## src/rtl/instr_fetch_unit.sv

```systemverilog
// Fetch stage of the multi-cycle MIPS core: PC, IR and req/ack handshake to instruction memory.
// Define FETCH_ALIGN_CHECK_EN to reject misaligned redirects and raise a sticky addr_err.
module instr_fetch_unit #(
    parameter logic [31:0] RESET_PC = 32'h0000_3000,
    parameter logic [31:0] NOP_INS  = 32'h0000_0000
) (
    input  logic        clk,
    input  logic        reset,
    input  logic        pc_write,
    input  logic        ir_write,
    input  logic        if_beq,
    input  logic        if_j,
    input  logic        if_jr,
    input  logic        zero,
    input  logic [31:0] rs_data,
    output logic        imem_req,
    output logic [31:0] imem_addr,
    input  logic        imem_ack,
    input  logic [31:0] imem_rdata,
    output logic [31:0] ins,
    output logic [31:0] pc,
    output logic [31:0] pc_plus4,
    output logic        fetch_stall,
    output logic        addr_err
);

    typedef enum logic [0:0] {StIdle, StFetch} state_e;

    state_e      state_q, state_d;
    logic [31:0] pc_q, pc_d;
    logic [31:0] ir_q, ir_d;
    logic [31:0] addr_q, addr_d;
    logic        inc_q, inc_d;

    logic        redir_take;
    logic [31:0] redir_target;
    logic [31:0] br_offset;
    logic        redir_en;
    logic        redir_load;
    logic [31:0] redir_pc;

    assign br_offset = {{14{ir_q[15]}}, ir_q[15:0], 2'b00};

    // Qualifier priority: jr over j over beq; beq only counts when taken.
    always_comb begin
        redir_take   = 1'b1;
        redir_target = pc_q;
        if (if_jr) begin
            redir_target = rs_data;
        end else if (if_j) begin
            redir_target = {pc_q[31:28], ir_q[25:0], 2'b00};
        end else if (if_beq && zero) begin
            redir_target = pc_q + br_offset;
        end else begin
            redir_take = 1'b0;
        end
    end

    assign redir_en = (state_q == StIdle) && pc_write && !ir_write && redir_take;

`ifdef FETCH_ALIGN_CHECK_EN
    logic misaligned;
    logic err_q;

    assign misaligned = |redir_target[1:0];
    assign redir_pc   = redir_target;
    assign redir_load = redir_en && !misaligned;
    assign addr_err   = err_q;

    always_ff @(posedge clk or negedge reset) begin
        if (!reset) begin
            err_q <= 1'b0;
        end else if (redir_en && misaligned) begin
            err_q <= 1'b1;
        end
    end
`else
    assign redir_pc   = redir_target & ~32'h3;
    assign redir_load = redir_en;
    assign addr_err   = 1'b0;
`endif

    always_comb begin
        state_d = state_q;
        pc_d    = pc_q;
        ir_d    = ir_q;
        addr_d  = addr_q;
        inc_d   = inc_q;
        unique case (state_q)
            StIdle: begin
                if (ir_write) begin
                    state_d = StFetch;
                    addr_d  = {pc_q[31:2], 2'b00};
                    inc_d   = pc_write;
                end else if (redir_load) begin
                    pc_d = redir_pc;
                end
            end
            StFetch: begin
                if (imem_ack) begin
                    ir_d    = imem_rdata;
                    state_d = StIdle;
                    if (inc_q) begin
                        pc_d = pc_q + 32'd4;
                    end
                end
            end
            default: state_d = StIdle;
        endcase
    end

    always_ff @(posedge clk or negedge reset) begin
        if (!reset) begin
            state_q <= StIdle;
            pc_q    <= RESET_PC;
            ir_q    <= NOP_INS;
            addr_q  <= RESET_PC;
            inc_q   <= 1'b0;
        end else begin
            state_q <= state_d;
            pc_q    <= pc_d;
            ir_q    <= ir_d;
            addr_q  <= addr_d;
            inc_q   <= inc_d;
        end
    end

    assign imem_req    = (state_q == StFetch);
    assign imem_addr   = addr_q;
    assign ins         = ir_q;
    assign pc          = pc_q;
    assign pc_plus4    = pc_q + 32'd4;
    assign fetch_stall = (state_q == StFetch) || ((state_q == StIdle) && ir_write);

endmodule

```

## config.mk

```make
export PLATFORM = sky130hd
export DESIGN_NAME = instr_fetch_unit
export DESIGN_NICKNAME = d
export VERILOG_FILES = /design/src/rtl/instr_fetch_unit.sv
export SDC_FILE = /design/constraint.sdc
export NUM_CORES = 1
export LEC_CHECK = 0
export BUFFER_PORTS_ARGS = -buffer_cell sky130_fd_sc_hd__buf_2
export CELL_PAD_IN_SITES_DETAIL_PLACEMENT = 0
export CELL_PAD_IN_SITES_GLOBAL_PLACEMENT = 1
export CORE_MARGIN = 3
export CORE_UTILIZATION = 39
export CTS_CLUSTER_SIZE = 28
export DETAILED_ROUTE_END_ITERATION = 12
export GPL_TIMING_DRIVEN = 0
export PLACE_DENSITY_LB_ADDON = 0.1
export REMOVE_ABC_BUFFERS = 1
export SYNTH_ARGS = -nofsm -noshare
export SYNTH_HDL_FRONTEND = slang
export SYNTH_SLANG_ARGS = --single-unit
```

## constraint.sdc

```tcl
create_clock -name clk -period 3.65 [get_ports clk]
set_input_delay 0.5475 -clock clk [delete_from_list [all_inputs] [get_ports clk]]
set_output_delay 0.5475 -clock clk [all_outputs]
set_load 0.05 [all_outputs]
```

# Yosys cells after proc, flatten, opt, wreduce, memory -nomap -nowiden
# Cells that the tools add are included.
[word_totals] ff_bits=96 inputBits=73 output_inout_bits=131 wordCells=43
[op_classes] n_addsub=2 eq_ne=7 n_mux=14 bitwise=1 n_reduce_logical=12
[op_table] operator="$mux W32" n=7
[op_table] operator="$pmux W32 S2" n=1
[op_table] operator="$add A32 B3 Y32 const B" n=1
[op_table] operator="$add A32 B32 Y32" n=1
[op_table] operator="$ne A2 B2 Y1 const B" n=3
[op_table] operator="$ne A3 B3 Y1 const B" n=2
[op_table] operator="$reduce_and A6 Y1" n=1
[op_table] operator="$logic_and A1 B1 Y1" n=5
[op_table] operator="$mux W1" n=5
[op_table] operator="$reduce_and A5 Y1" n=1
[op_table] operator="$ne A4 B4 Y1 const B" n=1
[op_table] operator="$reduce_and A2 Y1" n=2
[op_table] operator="$reduce_and A4 Y1" n=1
[op_table] operator="$ne A2 B1 Y1 const B" n=1
[op_table] operator="$pmux W1 S2" n=1
[op_table] operator="$logic_not A1 Y1" n=1
[op_table] operator="$logic_or A1 B1 Y1" n=1
[op_table] operator="$not A1 Y1" n=1

# Logic depth before layout (Yosys ltp)
[logic_depth] word_depth=8 depth_mapped=10 mapped_depth_nobuf=9

# Worst setup path after synthesis
# OpenSTA, ideal clock, no wires.
[synth_path] path_type="reg2out" from="reg pc_q[3] (netlist: pc[3])" to="out pc_plus4[22]" arrival_time_ns=2.773 required_time_ns=3.102 setup_slack_ns=0.330 path_stages_with_launch=7 path_buffers=0 path_cell_list="dfrtp_1 > ha_1 > nand3_2 > nor2_1 > nand3_1 > or2_2 > xnor2_1"
[synth_via] elab_chain_cells=1
[synth_lines] item="from (decl)" line_no="30" rtl="logic [31:0] pc_q, pc_d;"
[synth_lines] item="from (signal assigned)" line_no="121" rtl="pc_q <= pc_d;"
[synth_lines] item="$add A32 B3 Y32" line_no="132" rtl="assign pc_plus4 = pc_q + 32'd4;"
[synth_lines] item="to (decl)" line_no="22" rtl="output logic [31:0] pc_plus4,"
# No other way between the ends.

# Worst setup path in the final report
[layout_path] from="reg pc_q[3] (netlist: pc[3])" to="out pc_plus4[14]"
# The elaborated chain is that of the path after synthesis.

==> results_dict.tcl <==
set metrics [dict create \
    cts_hold_buf 0 \
    synth-seq-cells 94 \
    fin_crit_ns 3.42 \
    setup_viol 0 \
    grt_pass1_vias 6098 \
    ant_nets 0 \
    hold_viol_final 0 \
    initial_core_util_pct 40.2 \
    worst_slack_ns 0.234 \
    via_count 6491 \
    clk_pin_slew_ns 0.07 \
    cp-end-kind "primary output" \
    maxCapViolCount 0 \
    use_met2_pct 35.2 \
    r2r_slack_ns 0.47 \
    routed_wirelength_um 23400 \
    report.power.total_mw 9.16 \
    vdd_drop_max_mv 0.635 \
    cts_tree "done" \
    wl_per_cell_um 20.5 \
    slew_headroom_pct 21.3 \
    power.leakage_nw 3.61 \
    met1_usage_pct 38.1 \
    comb_power_share_pct 67.1 \
    cp.required_ns 3.10 \
    fmax_ghz 0.293 \
    grtUsageMet3_pct 2.63 \
    slew_violations 0 \
    switching_share_pct 59.4 \
    final_common_cell "buf_2" \
    post-place-ws_ns 0.137 \
    place.detailed.hpwl_um 17900 \
    fin_nets 1019 \
    netlist_area_sq_um 6740 \
    drive_gt1_share_pct 32.1 \
    start_kind "flip-flop" \
    grt_start_max_net_pins 63 \
    path_max_fanout 8 \
    power_per_cell_area_nw_per_um2 1130 \
    synth_edf_count 0 \
    grt.busiest_layer "met1" \
    clockRootBuffer "clkbuf_16" \
    regArea_sq_um 2360 \
    status "finished, final reports clean" \
    drt_pass1_iterations 5 \
    grt_first_pass_wirelength_um 35300 \
    ios 204 \
    placed_cell_area_sq_um 7860 \
    area_delta_synth_final_pct 20.6 \
    multi_input_area_sq_um 4140 \
    die_w_um 137 \
    clk_latency_ns 0.35 \
    gp_congestion 0.881 \
    clock_sinks 94 \
    stdcell_area_sq_um 8130 \
    seq_power_share_pct 23.1 \
    track_usage_pct 24.3 \
    numCtsBuffers 9 \
    tightest_slew_ns 1.18 \
    syn_area_per_cell_sq_um 9.01 \
    placeableCoreArea_sq_um 16800 \
    synth_cells 748 \
    net-switching-power_mw 5.44 \
    antenna_found_initial 0 \
    fin_worst_skew_ns 0.0115 \
    remaining_drc_errors 0 \
    layout_common_cells "buf_2 (193), dfrtp_1 (89), nand2_1 (75)" \
    overflow 0 \
    fin_crit_sh_pct 93.6 \
    path_class "reg -> out" \
    antenna_cells 0 \
    fp-row-count 47 \
    ys_types 77 \
    die_h_um 137 \
    port_buffers 194 \
    r2r_cells 8 \
    intPower_mw 3.72 \
    die_area_sq_um 18900 \
    seq_area_frac_synth_pct 35.0 \
    ys_warn_count 0 \
    synthArstFlopShare_pct 100 \
    cts_buffer_depth 2 \
    p_clk_share_pct 9.9 \
    num-fill-cells 1674 \
    vias_per_cell 5.69 \
    critPathArrivalTime_ns 2.87 \
    yosys_most_used_dff "dfrtp_1" \
    r2r-end "pc[31]$_DFFE_PN0P_" \
    rsz0062_at_grt "false" \
    cts-htree-levels 3 \
    r2r-start "ins[15]$_DFFE_PN0P_" \
    drtIter0Drc 540 \
    hold_path.class "in -> async" \
]
flip-flops by register name, summed over array words and instances (netlist names):
register and cells:
ins 32, imem_addr 30, pc 30, imem_req 1, inc_q 1
routing by layer:
metal	vias to the layer above	part of all wire (%)
met3	25	6.7
met1	3125	49
li1	3087	-
met5	-	0
met4	0	1.5
met2	254	43
Yosys cell counts, types with 2 or more instances:
cell | count | area [sq um]
o21ai_0 | 56 | 280
a21oi_1 | 72 | 360
and2_1 | 3 | 18.8
a21o_1 | 15 | 113
o21ai_1 | 3 | 15.0
nand3_1 | 20 | 100
o32ai_1 | 3 | 26.3
o211ai_1 | 14 | 105
buf_2 | 8 | 40.0
nand2_1 | 76 | 285
and3_1 | 13 | 81.3
o22ai_1 | 9 | 56.3
buf_1 | 2 | 7.51
o31a_1 | 2 | 17.5
ha_1 | 30 | 375
mux2i_1 | 6 | 60.1
and4_1 | 3 | 26.3
mux2_2 | 58 | 653
clkbuf_2 | 3 | 15.0
nor2_1 | 42 | 158
xor2_1 | 20 | 175
inv_1 | 14 | 52.6
buf_4 | 7 | 52.6
nor3_1 | 12 | 60.1
a32oi_1 | 2 | 17.5
dfstp_2 | 4 | 105
nand4_1 | 14 | 87.6
dfrtp_1 | 90 | 2250
o21a_1 | 8 | 60.1
or2_2 | 4 | 25.0
a22oi_1 | 6 | 45.0
a221oi_1 | 4 | 35.0
o221ai_1 | 9 | 78.8
or3_1 | 4 | 25.0
a21boi_0 | 3 | 22.5
xnor2_1 | 29 | 254
a31oi_1 | 7 | 43.8
o21bai_1 | 6 | 45.0
a211oi_1 | 4 | 30.0
clkbuf_1 | 26 | 97.6
power groups by stage:
| stage | Combinational [mW] | Clock (mW) | Sequential, mW |
|---|---|---|---|
| after CTS | 6.13 | 0.924 | 2.10 |
| final | 6.14 | 0.902 | 2.11 |
| after detailed placement | 6.11 | 0 | 2.12 |
| after global placement | 6.06 | 0 | 2.09 |
| after global routing | 6.59 | 0.957 | 2.18 |
| after floorplan | 3.25 | 0 | 3.36 |
cell families (layout without fill, tap and decap cells):
logic type / after synthesis / in the layout / share of synthesized area, %
fa+ha+maj: 31 / 31 / 5.87
flops: 94 / 94 / 35.0
buf+inv: 61 / 227 / 3.99
mux: 64 / 64 / 10.6
other cells: 1 / 7 / 0.0557
compound gates: 242 / 242 / 23.3
xor+xnor: 49 / 49 / 6.37
simple gates: 206 / 206 / 14.9
final cells by class:
class,instances,area share [%]
Clock buffer,12,2.91
Multi-Input combinational cell,599,50.9
Timing Repair Buffer,196,12.7
Inverter,15,0.693
Clock inverter,4,0.400
Sequential cell,94,29.0
Tap cell,220,3.39
critical path, cell delays in order (launching register included):
cell and delay, ns:
dfrtp_1 0.52, ha_1 0.28, nand3_2 0.23, nor3_1 0.62, and3_1 0.26, xor2_1 0.26
buf_2 0.32
timing repair:
item	in CTS	in global routing
gates resized for setup	0	1
setup buffers	0	0
setup endpoints to repair	0	1
stage by stage:
step / util, % / instances / setup TNS, ns / hold slack (ns)
global placement: 46.5 / 1122 / -1.60 / 0.459
CTS: 48.5 / 1140 / 0 / 0.155
detailed placement: 46.9 / 1124 / 0 / 0.465
global route: 48.5 / 1140 / 0 / 0.180
floorplan: - / 708 / 0 / 0.252
finish: 48.5 / 1140 / 0 / 0.137
worst max-delay path by stage:
stage,from,endpoint,depth (start not counted)
2_1_floorplan,pc[3]$_DFFE_PN0P_,pc_plus4[22],6
3_3_place_gp,if_j,pc[12]$_DFFE_PN1P_,7
3_5_place_dp,imem_req$_DFF_PN0_,pc[30]$_DFFE_PN0P_,6
4_1_cts,imem_req$_DFF_PN0_,pc[30]$_DFFE_PN0P_,6
5_1_grt,pc[3]$_DFFE_PN0P_,pc_plus4[22],7
6_report,pc[3]$_DFFE_PN0P_,pc_plus4[14],6
(Power assumes the default switching activity.)
